===== src/rtl/flex_updown_counter.sv =====
// Up/down counter over the range 1..R with optional saturation.
// The flags are computed from the next count and registered, so each flag lines up with the count_out value it describes.
module flex_updown_counter #(
  parameter int NUM_CNT_BITS = 4,
  parameter bit SATURATE     = 1'b0
) (
  input  logic                    clk,
  input  logic                    rst,
  input  logic                    clear,
  input  logic                    count_enable,
  input  logic                    count_up,
  input  logic                    load,
  input  logic [NUM_CNT_BITS-1:0] load_val,
  input  logic [NUM_CNT_BITS-1:0] rollover_val,
  output logic [NUM_CNT_BITS-1:0] count_out,
  output logic                    rollover_flag,
  output logic                    terminal_flag,
  output logic                    wrap_pulse
);

  localparam logic [NUM_CNT_BITS-1:0] ONE = NUM_CNT_BITS'(1);

  logic [NUM_CNT_BITS-1:0] r_count;
  logic                    r_roll;
  logic                    r_term;
  logic                    r_wrap;

  logic [NUM_CNT_BITS-1:0] w_next;
  logic                    w_wrap;
  logic                    w_r_zero;
  logic                    w_ge_r;
  logic                    w_gt_r;
  logic                    w_le_one;
  logic                    w_roll;
  logic                    w_term;

  assign w_r_zero = (rollover_val == '0);
  assign w_ge_r   = (r_count >= rollover_val);
  assign w_gt_r   = (r_count >  rollover_val);
  assign w_le_one = (r_count <= ONE);

  // A count left outside 1..R by a load or an R change is pulled back into range on the next enabled edge.
  always_comb begin
    w_next = r_count;
    w_wrap = 1'b0;
    if (clear) begin
      w_next = '0;
    end else if (load) begin
      w_next = load_val;
    end else if (count_enable && !w_r_zero) begin
      if (count_up) begin
        if (!w_ge_r) begin
          w_next = r_count + ONE;
        end else if (SATURATE) begin
          w_next = rollover_val;
        end else begin
          w_next = ONE;
          w_wrap = 1'b1;
        end
      end else begin
        if (!w_le_one && !w_gt_r) begin
          w_next = r_count - ONE;
        end else if (SATURATE) begin
          w_next = w_gt_r ? rollover_val : ONE;
        end else begin
          w_next = rollover_val;
          w_wrap = 1'b1;
        end
      end
    end
  end

  // A zero next count, as produced by clear, can never raise either flag while R is nonzero.
  assign w_roll = !w_r_zero && (w_next == rollover_val);
  assign w_term = !w_r_zero && (w_next == ONE);

  always_ff @(posedge clk or posedge rst) begin
    if (rst) begin
      r_count <= '0;
      r_roll  <= 1'b0;
      r_term  <= 1'b0;
      r_wrap  <= 1'b0;
    end else begin
      r_count <= w_next;
      r_roll  <= w_roll;
      r_term  <= w_term;
      r_wrap  <= w_wrap;
    end
  end

  assign count_out     = r_count;
  assign rollover_flag = r_roll;
  assign terminal_flag = r_term;
  assign wrap_pulse    = r_wrap;

endmodule


===== config.mk =====
export PLATFORM = sky130hd
export DESIGN_NAME = flex_updown_counter
export DESIGN_NICKNAME = d
export VERILOG_FILES = /design/src/rtl/flex_updown_counter.sv
export SDC_FILE = /design/constraint.sdc
export NUM_CORES = 1
export LEC_CHECK = 0
export CAP_MARGIN = 20
export CORE_UTILIZATION = 35
export CTS_BUF_LIST = sky130_fd_sc_hd__clkbuf_16
export DETAILED_ROUTE_END_ITERATION = 12
export PLACE_DENSITY_LB_ADDON = 0.15
export SLEW_MARGIN = 20
export SYNTH_ARGS = -nofsm -noshare
export SYNTH_HDL_FRONTEND = slang
export SYNTH_SLANG_ARGS = --single-unit

===== constraint.sdc =====
create_clock -name clk -period 2.43 [get_ports clk]
set_clock_uncertainty 0.1 [all_clocks]
set_input_delay 0.486 -clock clk [delete_from_list [all_inputs] [get_ports clk]]
set_output_delay 0.486 -clock clk [all_outputs]
set_load 0.01 [all_outputs]

# Yosys cells after proc, flatten, opt, wreduce, memory -nomap -nowiden
# Index checks and enable logic that the tools add are counted.
[word_totals]
output_inout_bits = 7
register_bits = 7
input_bits = 14
elab_cells = 31
[op_classes]
mux = 12
reduce_logical = 8
addsub = 2
magnitude_cmp = 3
n_eq_ne = 2
[op_table]
columns = ["op", "n"]
rows = [
  ["2-to-1 mux 4 bit", 6],
  ["2-to-1 mux 1 bit", 6],
  ["adder 4 x 1 -> 4 bit (second input constant)", 1],
  ["== test 4 x 1 -> 1 bit (second input constant)", 1],
  ["== test 4 bit", 1],
  [">= comparator 4 bit", 1],
  ["> comparator 4 bit", 1],
  ["less-or-equal comparator 4 x 1 -> 1 bit (second input constant)", 1],
  ["logical AND 1 bit", 4],
  ["logical NOT 4 bit", 1],
  ["subtractor 4 x 1 -> 4 bit (second input constant)", 1],
  ["logical NOT 1 bit", 3],
]

# Logic depth before layout (Yosys ltp)
[logic_depth]
word_depth = 10
mapped_depth = 10
ltp_nobuf = 9

# Worst setup path after synthesis
# No wires, ideal clock.
[synth_timing]
kind = "reg2reg"
from = "register r_count[0] (netlist: count_out[0])"
to = "register r_roll (netlist: rollover_flag)"
required_time_ps = 2234
stages_incl_launch_ff = 11
t_arrival_ps = 2239
setup_time_ps = 96
period_less_slack_ps = 2435
path_buffers = 1
setup_slack_ps = -5
cell_sequence = "dfrtp_1 > inv_1 > ha_1 > nand2b_1 > a21oi_1 > o21ai_0 > buf_2 > a32o_1 > a221oi_1 > a21oi_1 > nor4_2"
[synth_via]
elab_chain_cells = 10
word_cells_on_any_way = 16
classes_between = "add/sub: 2; order compare: 3; eq/ne: 1; mux: 6; reduce/logical: 4"
[synth_rtl]
columns = ["item", "line", "source"]
rows = [
  ["start, declared", "23", "logic [NUM_CNT_BITS-1:0] r_count;"],
  ["start signal, assigned", "84", "r_count <= w_next;"],
  ["less-or-equal comparator 4 x 1 -> 1 bit / > comparator 4 bit (equally long branches)", "40, 39", ""],
  ["logical NOT 1 bit", "61", "if (!w_le_one && !w_gt_r) begin"],
  ["logical AND 1 bit", "61", ""],
  ["2-to-1 mux 4 bit", "61", ""],
  ["2-to-1 mux 4 bit", "51", "if (count_up) begin"],
  ["2-to-1 mux 4 bit *", "50", "end else if (count_enable && !w_r_zero) begin"],
  ["2-to-1 mux 4 bit *", "48", "end else if (load) begin"],
  ["2-to-1 mux 4 bit *", "46", "if (clear) begin"],
  ["== test 4 bit *", "74", "assign w_roll = !w_r_zero && (w_next == rollover_val);"],
  ["logical AND 1 bit *", "74", ""],
  ["net w_roll", "34", "logic w_roll;"],
  ["end signal, assigned", "85", "r_roll <= w_roll;"],
  ["end, declared", "24", "logic r_roll;"],
]
# Mark *: on every way through the listed nets, which the timed path passes. The rest lies on a longest branch.

# Worst setup path after layout
[layout_timing]
from = "register r_count[1] (netlist: count_out[1])"
to = "register r_term (netlist: terminal_flag)"
[layout_via]
elab_chain_cells = 10
word_cells_on_any_way = 16
classes_between = "add/sub: 2; order compare: 3; eq/ne: 1; mux: 6; reduce/logical: 4"
[layout_rtl]
columns = ["item", "line", "source"]
rows = [
  ["less-or-equal comparator 4 x 1 -> 1 bit / > comparator 4 bit (equally long branches)", "40, 39", ""],
  ["logical NOT 1 bit", "61", ""],
  ["logical AND 1 bit", "61", ""],
  ["2-to-1 mux 4 bit", "61", ""],
  ["2-to-1 mux 4 bit *", "51", ""],
  ["2-to-1 mux 4 bit *", "50", ""],
  ["2-to-1 mux 4 bit *", "48", ""],
  ["2-to-1 mux 4 bit *", "46", ""],
  ["net w_next[3]", "28", "logic [NUM_CNT_BITS-1:0] w_next;"],
  ["== test 4 x 1 -> 1 bit *", "75", "assign w_term = !w_r_zero && (w_next == ONE);"],
  ["logical AND 1 bit *", "75", ""],
  ["net w_term", "35", "logic w_term;"],
  ["end signal, assigned", "86", "r_term <= w_term;"],
  ["end, declared", "25", "logic r_term;"],
]
# Marked as above.

==> results.py <==
metrics = {
    "status": {
        "outcome": "finished, violations left",
        "violations": "negative setup slack",
    },
    "finish": {
        "fin_nets": 195,
        "antenna_cells": 0,
        "multi_input_area_sq_um": 788,
        "n_fill_cell": 187,
        "layout-drive-gt1-share_pct": 47.4,
        "areaGrowthSynthToFinish_pct": 82.9,
        "fin_cells": 201,
        "design_area_sq_um": 1630,
        "seqCellArea_sq_um": 178,
    },
    "routing": {
        "drc": 0,
        "wl_mm": 3.70,
        "drtIter0Drc": 63,
        "wl_per_cell_microns": 18.4,
        "detail-route-antenna-nets": 0,
        "dr_total_vias": 1197,
        "viasPerCell": 5.96,
        "drt_pass1_iterations": 4,
    },
    "die": {
        "fp.dieArea_sq_um": 2760,
        "io-pin-count": 21,
        "die_width_microns": 52.5,
        "start_util_pct": 38.5,
        "rows": 17,
        "coreArea_sq_um": 2320,
        "die_height_microns": 52.5,
    },
    "clock_tree": {
        "hold_buffers": 0,
        "clk_pin_slew_ns": 0.04,
        "clkSinkCount": 7,
        "h-tree-depth": 1,
        "cts_root_buf": "clkbuf_16",
        "cts_tree": "done",
        "numCtsBuffers": 3,
        "clockBufferDepth": 2,
        "clk_latency_ns": 0.23,
    },
    "sta": {
        "worst_hold_slack_ns": 0.385,
        "final_hold_viol_count": 0,
        "report.final.slew_viol_count": 0,
        "rsz0062_at_grt": "true",
        "slew_headroom_pct": 69.5,
        "finalCritPeriodShare_pct": 101,
        "worst_pin_slew_ns": 0.456,
        "setup_tns_ns": -0.0208,
        "max_freq_mhz": 408,
        "setup_slack_ns": -0.0208,
        "setup_violations": 1,
        "fin_crit_ns": 2.45,
    },
    "critical_path": {
        "startpoint_type": "register",
        "timing.rr.end": "terminal_flag",
        "r2r_slack_ns": -0.02,
        "arrival_ns": 2.47,
        "reg2reg_depth": 9,
        "worst-setup-path-type": "register to register",
        "cp-end-kind": "register",
        "worstPathRequired_ns": 2.45,
        "r2r-start": "count_out[1]",
        "path_max_fanout": 6,
    },
    "global_routing": {
        "use_met3_pct": 2.90,
        "grt_use_total_pct": 25.3,
        "grt_pass1_wl_mm": 5.02,
        "top_usage_layer": "met2",
        "grtUsageMet1_pct": 33.4,
        "grt_max_degree": 11,
        "grt.met2_usage_pct": 42.0,
        "grt-ovfl-total": 0,
        "antenna_found_initial": 0,
        "grt_pass1_vias": 1038,
    },
    "job": {
        "cap_violations": 0,
    },
    "synthesis": {
        "mappedNetlistArea_sq_um": 893,
        "synth_compound_area_share_pct": 33.6,
        "seq_area_frac_synth_pct": 19.6,
        "synthAdderAreaFrac_pct": 9.80,
        "postSynthCellCount": 111,
        "synth-edff-count": 0,
        "synth_xor_area_share_pct": 1.96,
        "async_reset_ff_share_pct": 100,
        "ys_ff_latch": 7,
        "ys_warn_count": 0,
        "synth-simple-area-share_pct": 25.4,
        "muxShareOfSynthArea_pct": 1.12,
        "synth_nets": 132,
        "synth_top_family_by_area": "compound AO/OA/AOI/OAI gates",
        "synth.distinct_cells": 48,
        "syn-mean-instance-area_sq_um": 8.05,
        "ys.flop_type": "dfrtp_1",
    },
    "placement": {
        "dpl.hpwl_mm": 2.34,
        "placed_area_sq_um": 1350,
        "gp_congestion": 0.923,
        "io_buffer_count": 20,
        "dpl.cell_count": 188,
    },
    "pwr": {
        "power_density_nw_per_um2": 503,
        "power_uw": 822,
        "peakVddDrop_mv": 0.530,
        "leakagePower_uw": 0.000708,
    },
    "hold_path": {
        "hold_class": "input port to asynchronous set/reset pin",
    },
}
## per-stage QoR
stage | util, % | setup slack [ns]
2_1_floorplan | - | 0.0208
3_3_place_gp | 58.4 | -0.589
3_5_place_dp | 58.4 | -0.635
4_1_cts | 65.7 | 0.00485
5_1_grt | 70.5 | -0.0858
6_report | 70.5 | -0.0208
## synthesized netlist by cell type (2+ instances only)
cell type   n  area share (%)
nor3_1      6             3.4
nand3_1     2             1.1
nor2_1      7             2.9
dfrtp_1     7              20
a31oi_1     2             1.4
nor2b_1     2             1.4
ha_1        7             9.8
a21oi_1     9             5.0
nand2_1     9             3.8
buf_6       2             2.5
nand2b_1    2             1.4
inv_1      10             4.2
o21ai_0     6             3.4
a211oi_1    2             1.7
nor4_1      3             2.1
clkbuf_1    2            0.84
xnor2_1     2             2.0
## metal layers
layer  share of wire, %  vias to the layer above
li1                   -                      550
met1                 43                      563
met2                 46                       71
met3                8.2                       13
met4                2.9                        0
met5                  0                        -
## report_power, final
| group | leakage, uW | switching, uW | internal (uW) | total, uW |
|---|---|---|---|---|
| logic | 0.000576 | 199 | 206 | 405 |
| clock network | 0.0000423 | 64.7 | 214 | 279 |
| registers | 0.0000903 | 11.5 | 127 | 138 |
## critical path, cell delays in order, from the launching register on
cell and delay [ns]:
dfrtp_2 0.47, inv_4 0.11, ha_2 0.19, nor2_2 0.06
or3_4 0.35, buf_4 0.18, a311o_1 0.37, o21ai_1 0.23
nor2_1 0.07, and4bb_1 0.20
## layout make-up
type | instances | share of cell area [%]
clock buffers | 3 | 4.59
clock inverters | 1 | 0.230
inverters | 10 | 2.45
multi-input cells | 88 | 48.2
flip-flops and latches | 7 | 10.9
well taps | 28 | 2.14
repair buffers | 64 | 31.5
## registers in the layout, summed over array words and instances (netlist names)
signal         cells
count_out          4
rollover_flag      1
terminal_flag      1
wrap_pulse         1
## worst max-delay path by stage
stage | startpoint | end | depth (start not counted)
final | count_out[1] | terminal_flag | 9
after floorplan | rollover_val[2] | rollover_flag | 10
after global routing | count_out[0] | terminal_flag | 11
after CTS | rollover_val[1] | rollover_flag | 10
after global placement | rollover_val[2] | terminal_flag | 11
after detailed placement | rollover_val[2] | terminal_flag | 11
## logic make-up after synthesis
logic type	Yosys count
muxes	1
xor gates and xnor gates	2
AOI/OAI and AO/OA	38
DFF	7
and+or+nand+nor	40
buffers and inverters	16
adders and majority gates	7
## what timing repair did
item / 4_1_cts / 5_1_grt
pin swaps: 11 / 14
resized for setup: 18 / 29
setup endpoints to repair: 6 / 4
buffers inserted: 6 / 4
hold endpoints to repair: 0 / 0
## cell usage in the layout, fill, tap and decap left out, drive strengths merged, types with 2 or more instances in the layout
master	synthesis	layout
ha	7	7
dfrtp	7	7
inv	10	11
buf	4	44
nand2	9	9
o21ai	7	7
nor2b	2	2
a21oi	9	9
nor3	6	6
nor4	4	4
a21o	2	2
xnor2	2	2
clkbuf	2	6
clkdlybuf4s50	0	15
nor2	7	7
a211oi	3	3
a31oi	2	2
or3	2	2
nand3	2	2
nand2b	2	2
No activity file was read; power rests on OpenSTA's default activity.
==> RTL edit 1, RTL diff (config.mk and constraints unchanged) <==
`SATURATE`: 1'b0 -> 1'b1.
--- a/src/rtl/flex_updown_counter.sv
+++ b/src/rtl/flex_updown_counter.sv
@@ -2,7 +2,7 @@
 // The flags are computed from the next count and registered, so each flag lines up with the count_out value it describes.
 module flex_updown_counter #(
   parameter int NUM_CNT_BITS = 4,
-  parameter bit SATURATE     = 1'b0
+  parameter bit SATURATE     = 1'b1
 ) (
   input  logic                    clk,
   input  logic                    rst,
Check against the original RTL: not equivalent (a bounded check fails within 4 cycles, from zero or initial values and one cycle with rst high).
==> RTL edit 1 against the original RTL <==
  * The flow still finishes with violations (negative setup slack)
  * Largest power group unchanged
  * Sequential cell count fell by 1
  * First-iteration DRC count decreased by 63%
  * Worst setup slack got worse by 45 ps
  * Wire length fell by 14%
  * Total power decreased by 9.9%
  * Sequential share of layout area is 1.3 points lower
  * Via count shrank 8.4%
  * Design area shrank 2.3%
  * Synthesized area is 2.1% lower
  * Critical path depth fell by 1
  * Critical endpoint unchanged
  * Core utilization is 0.33 points lower
==> RTL edit 1: results (changes against the original RTL) <==
- Ys async rst share: 100% (unchanged)
- Gp weighted congestion: 0.983 (+6.4%)
- Detail Placement HPWL: 2.51 mm (+7.0%)
- Fin area: 1600 um^2 (-2.3%)
- Nets: 195 (unchanged)
- Number of global-route vias before repair: 1,107 (+6.6%)
- CTS Buf Count: 3 (unchanged)
- Min-Delay Path Class: in -> async
- Critical-path maximum fanout: 3 (-3)
- Ranking of synthesized cells by area: dfrtp_1 17%, ha_1 10%, mux2i_1 6.9%, inv_1 5.2%, nand2_1 4.7%
- DR WL/cell: 15.7 um (-14%)
- Crit-path max cell delay: 420 ps (-50 ps)
- CP arrival: 2510 ps (+40 ps)
- Avg Vias per Cell: 5.45 (-8.4%)
- Placed instance area: 1410 um^2 (+4.2%)
- Setup ws final: -65.6 ps (-44.9 ps)
- Library cells used by synthesis: 45 (-6.3%)
- Seq/Total Area, Yosys: 17.2% (-2.4 points)
- Detailed Routing Iterations Pass 1: 4 (unchanged)
- Largest net degree at the start of global routing: 10 (-1)
- Status: finished with violations
- CTS HTree Levels: 1 (unchanged)
- Static leakage: 0.732 nW (+3.3%)
- Gr usage total: 26.1% (+0.75 points)
- Final Setup Violations: 2 (+1)
- Top cells by count, synth: 12 x inv_1, 11 x nand2_1, 7 x ha_1
- Antenna violations before repair: 0 (unchanged)
- Delay-heaviest family, CP: compound AO/OA/AOI/OAI gates
- Worst VDD drop: 753 uV (+42%)
- Failing checks: negative setup slack
- Final setup TNS: -104 ps (-83.4 ps)
- Global-route wire length before repair: 5.20 mm (+3.4%)
- Post-synth top area cell: dfrtp_1
- FILL cells: 188 (+0.53%)
- Synth Net Count: 136 (+3.0%)
- IO buf count: 19 (-5.0%)
- 1st-iter DRT viols: 23 (-63%)
RTL edit 1: per-stage QoR:
step	hold WS (ps)	worst slack, ps	cells
6_report	381	-65.6	201
5_1_grt	424	-154	201
4_1_cts	388	-41.5	200
3_5_place_dp	629	-904	193
3_3_place_gp	612	-859	193
2_1_floorplan	177	-176	115
RTL edit 1: logic make-up after synthesis:
| group | count (synthesis) | share of synthesized area [%] |
|---|---|---|
| simple gates | 40 | 24.6 |
| compound gates | 34 | 28.5 |
| buf+inv | 18 | 9.16 |
| fa+ha+maj | 7 | 10.0 |
| mux | 7 | 8.15 |
| flops | 6 | 17.2 |
| xor+xnor | 2 | 2.00 |
| other cells | 1 | 0.429 |
RTL edit 1: timing repair:
item / CTS / global route
setup endpoints to repair: 6 / 3
gates resized for setup: 36 / 8
pin swaps: 16 / 3
buffers inserted: 3 / 1
RTL edit 1: cell type report:
type,count,area share [%]
multi-input combinational,91,49.2
timing repair buffer,60,30.3
sequential,6,9.56
clock buffer,3,4.70
inverter,12,3.76
tap,28,2.19
clock inverter,1,0.235
RTL edit 1: report_power, final:
group          total, mW  switching (mW)  internal (mW)
sequential         0.116         0.00715          0.109
combinational      0.360           0.169          0.190
clock              0.266          0.0525          0.213
total              0.741           0.229          0.512
RTL edit 1: final timing paths:
kind | endpoint | cells after the start | slack (ps)
setup / recovery | terminal_flag | 8 | -70
hold / removal | rollover_flag | 2 | 380
setup reg to reg | terminal_flag | 8 | -70
hold reg to reg | rollover_flag | 5 | 850
max in group asynchronous | count_out[1] | 2 | 1650
min in group clk | count_out[1] | 5 | 610
RTL edit 1: per-layer routing:
metal  share of wire, %  vias to the layer above  global-route usage (%)  wire length [um]
met2                 51                       23                    47.4              1630
met1                 45                      539                    33.3              1410
met4               0.57                        0                    2.70                18
met5                  0                        -                       0                 0
li1                   -                      532                       -                 -
met3                3.3                        2                    3.22               103
RTL edit 1: worst register-to-register path: stages, from the launching register on:
cell	delay, ps
dfrtp_2	420
ha_4	280
nor2b_4	160
o21ai_2	70
a21oi_2	160
mux2_4	320
a211o_1	270
a211o_1	330
nor4_2	290
==> RTL edit 2, RTL diff (same settings) <==
Without the edit above. Put one more register stage on the output `rollover_flag`. The value now appears one clock later. The other outputs are not delayed to match.
--- a/src/rtl/flex_updown_counter.sv
+++ b/src/rtl/flex_updown_counter.sv
@@ -89,7 +89,9 @@
   end
 
   assign count_out     = r_count;
-  assign rollover_flag = r_roll;
+  always_ff @(posedge clk) begin
+    rollover_flag <= r_roll;
+  end
   assign terminal_flag = r_term;
   assign wrap_pulse    = r_wrap;
 
Function: changed (a bounded check fails within 4 cycles, from zero or initial values and one cycle with rst high).
==> RTL edit 2 against the original RTL <==
  * Design area grew 6.6%
  * Sequential cell count rose by 1
  * Total power increased by 6.5%
  * Synthesized area grew 2.2%
  * The flow still finishes with violations (negative setup slack)
  * Highest routed layer unchanged
  * Non-clock buffer count rose by 4
  * Wire length up 6.9%
  * Via count rose by 2.8%
  * Worst setup slack lost 49 ps
==> RTL edit 2: results (changes against the original RTL) <==
- Ranking of synthesized cells by area: dfrtp_1 19%, ha_1 9.6%, a21oi_1 4.9%, inv_1 4.1%, nand2_1 3.7%
- Crit-path max cell delay: 440 ps (-30 ps)
- FILL cells: 194 (+3.7%)
- Final setup TNS: -112 ps (-90.9 ps)
- Layout clock area frac: 4.53% (-0.30 points)
- Largest net degree at the start of global routing: 12 (+1)
- Post-cts sizing count: 43 (+25)
- Min-Delay Path Class: reg -> reg
- Storage element area: 198 um^2 (+11%)
- Post-synthesis mux area share: 1.10% (-0.025 points)
- Top cells by count, synth: 10 x inv_1, 9 x a21oi_1, 9 x nand2_1
- Non-clk bufs: 68 (+6.3%)
- Setup ws final: -69.9 ps (-49.1 ps)
- Register bit total from synthesis: 8 (+1)
- Placed instance area: 1400 um^2 (+3.3%)
- Library cells used by synthesis: 49 (+2.1%)
- Static leakage: 0.762 nW (+7.5%)
- Area of the multi-input gates: 832 um^2 (+5.6%)
- Avg Vias per Cell: 5.91 (-0.70%)
- CP arrival: 2530 ps (+60 ps)
- Worst VDD drop: 542 uV (+2.2%)
- Ys async rst share: 87.5% (-13 points)
- Non-clock buffer share: 31.8% (+0.28 points)
- Nets: 200 (+2.6%)
- Final Setup Violations: 2 (+1)
- Global-route wire length before repair: 5.81 mm (+16%)
- Failing checks: negative setup slack
- Count of multi-input gates: 88 (unchanged)
- Compound-Gate Fraction of Synth Area: 32.9% (-0.74 points)
- Relative slew slack: 59.0% (-11 points)
- Adder-Cell Fraction of Synth Area: 9.59% (-0.21 points)
- Met1 Use GR: 38.0% (+4.6 points)
- Synth Net Count: 133 (+0.76%)
- Pwr dens: 503 nW/um^2 (-0.12%)
- Met3 wire length: 226 um (-26%)
- M1 WL: 1.66 mm (+5.3%)
- Synth Area in XOR/XNOR: 1.92% (-0.043 points)
- 1st-iter DRT viols: 67 (+6.3%)
- Status: finished with violations
- Delay-heaviest family, CP: buffers and inverters
- Number of global-route vias before repair: 1,220 (+18%)
- Seq/Total Area, Yosys: 21.4% (+1.8 points)
- Post-CTS setup buffers: 5 (-1)
- Gr usage total: 29.4% (+4.0 points)
- Met3 Use GR: 2.01% (-0.89 points)
- Routed wire length on met2: 1.87 mm (+9.8%)
## RTL edit 2: worst reg2reg max path, delay by kind of cell, from the launching register on
kind	cells	cell delay, ps
compound gates	4	510
fa+ha+maj	1	310
buf+inv	3	540
flops	1	440
simple gates	2	500
## RTL edit 2: final timing paths
path	from	depth (start not counted)	slack, ps	endpoint
max	count_out[1]	10	-70	r_roll
min	r_roll	0	240	rollover_flag
max in group asynchronous	rst	2	1620	count_out[1]
min in group asynchronous	rst	2	380	terminal_flag
max reg2reg	count_out[1]	10	-70	r_roll
min reg2reg	r_roll	0	240	rollover_flag
## RTL edit 2: per-stage QoR
stage	setup slack [ps]	hold slack [ps]	util (%)	instances
after floorplan	20.8	189	-	112
after global routing	-183	255	70.3	208
after global placement	-535	242	56.5	194
after CTS	0.359	236	66.4	203
final	-69.9	235	70.3	208
after detailed placement	-622	233	56.5	194
## RTL edit 2: power by group
group	total [mW]	internal, mW	switching, mW
combinational	0.436	0.225	0.211
clock	0.286	0.215	0.0711
sequential	0.154	0.144	0.00964
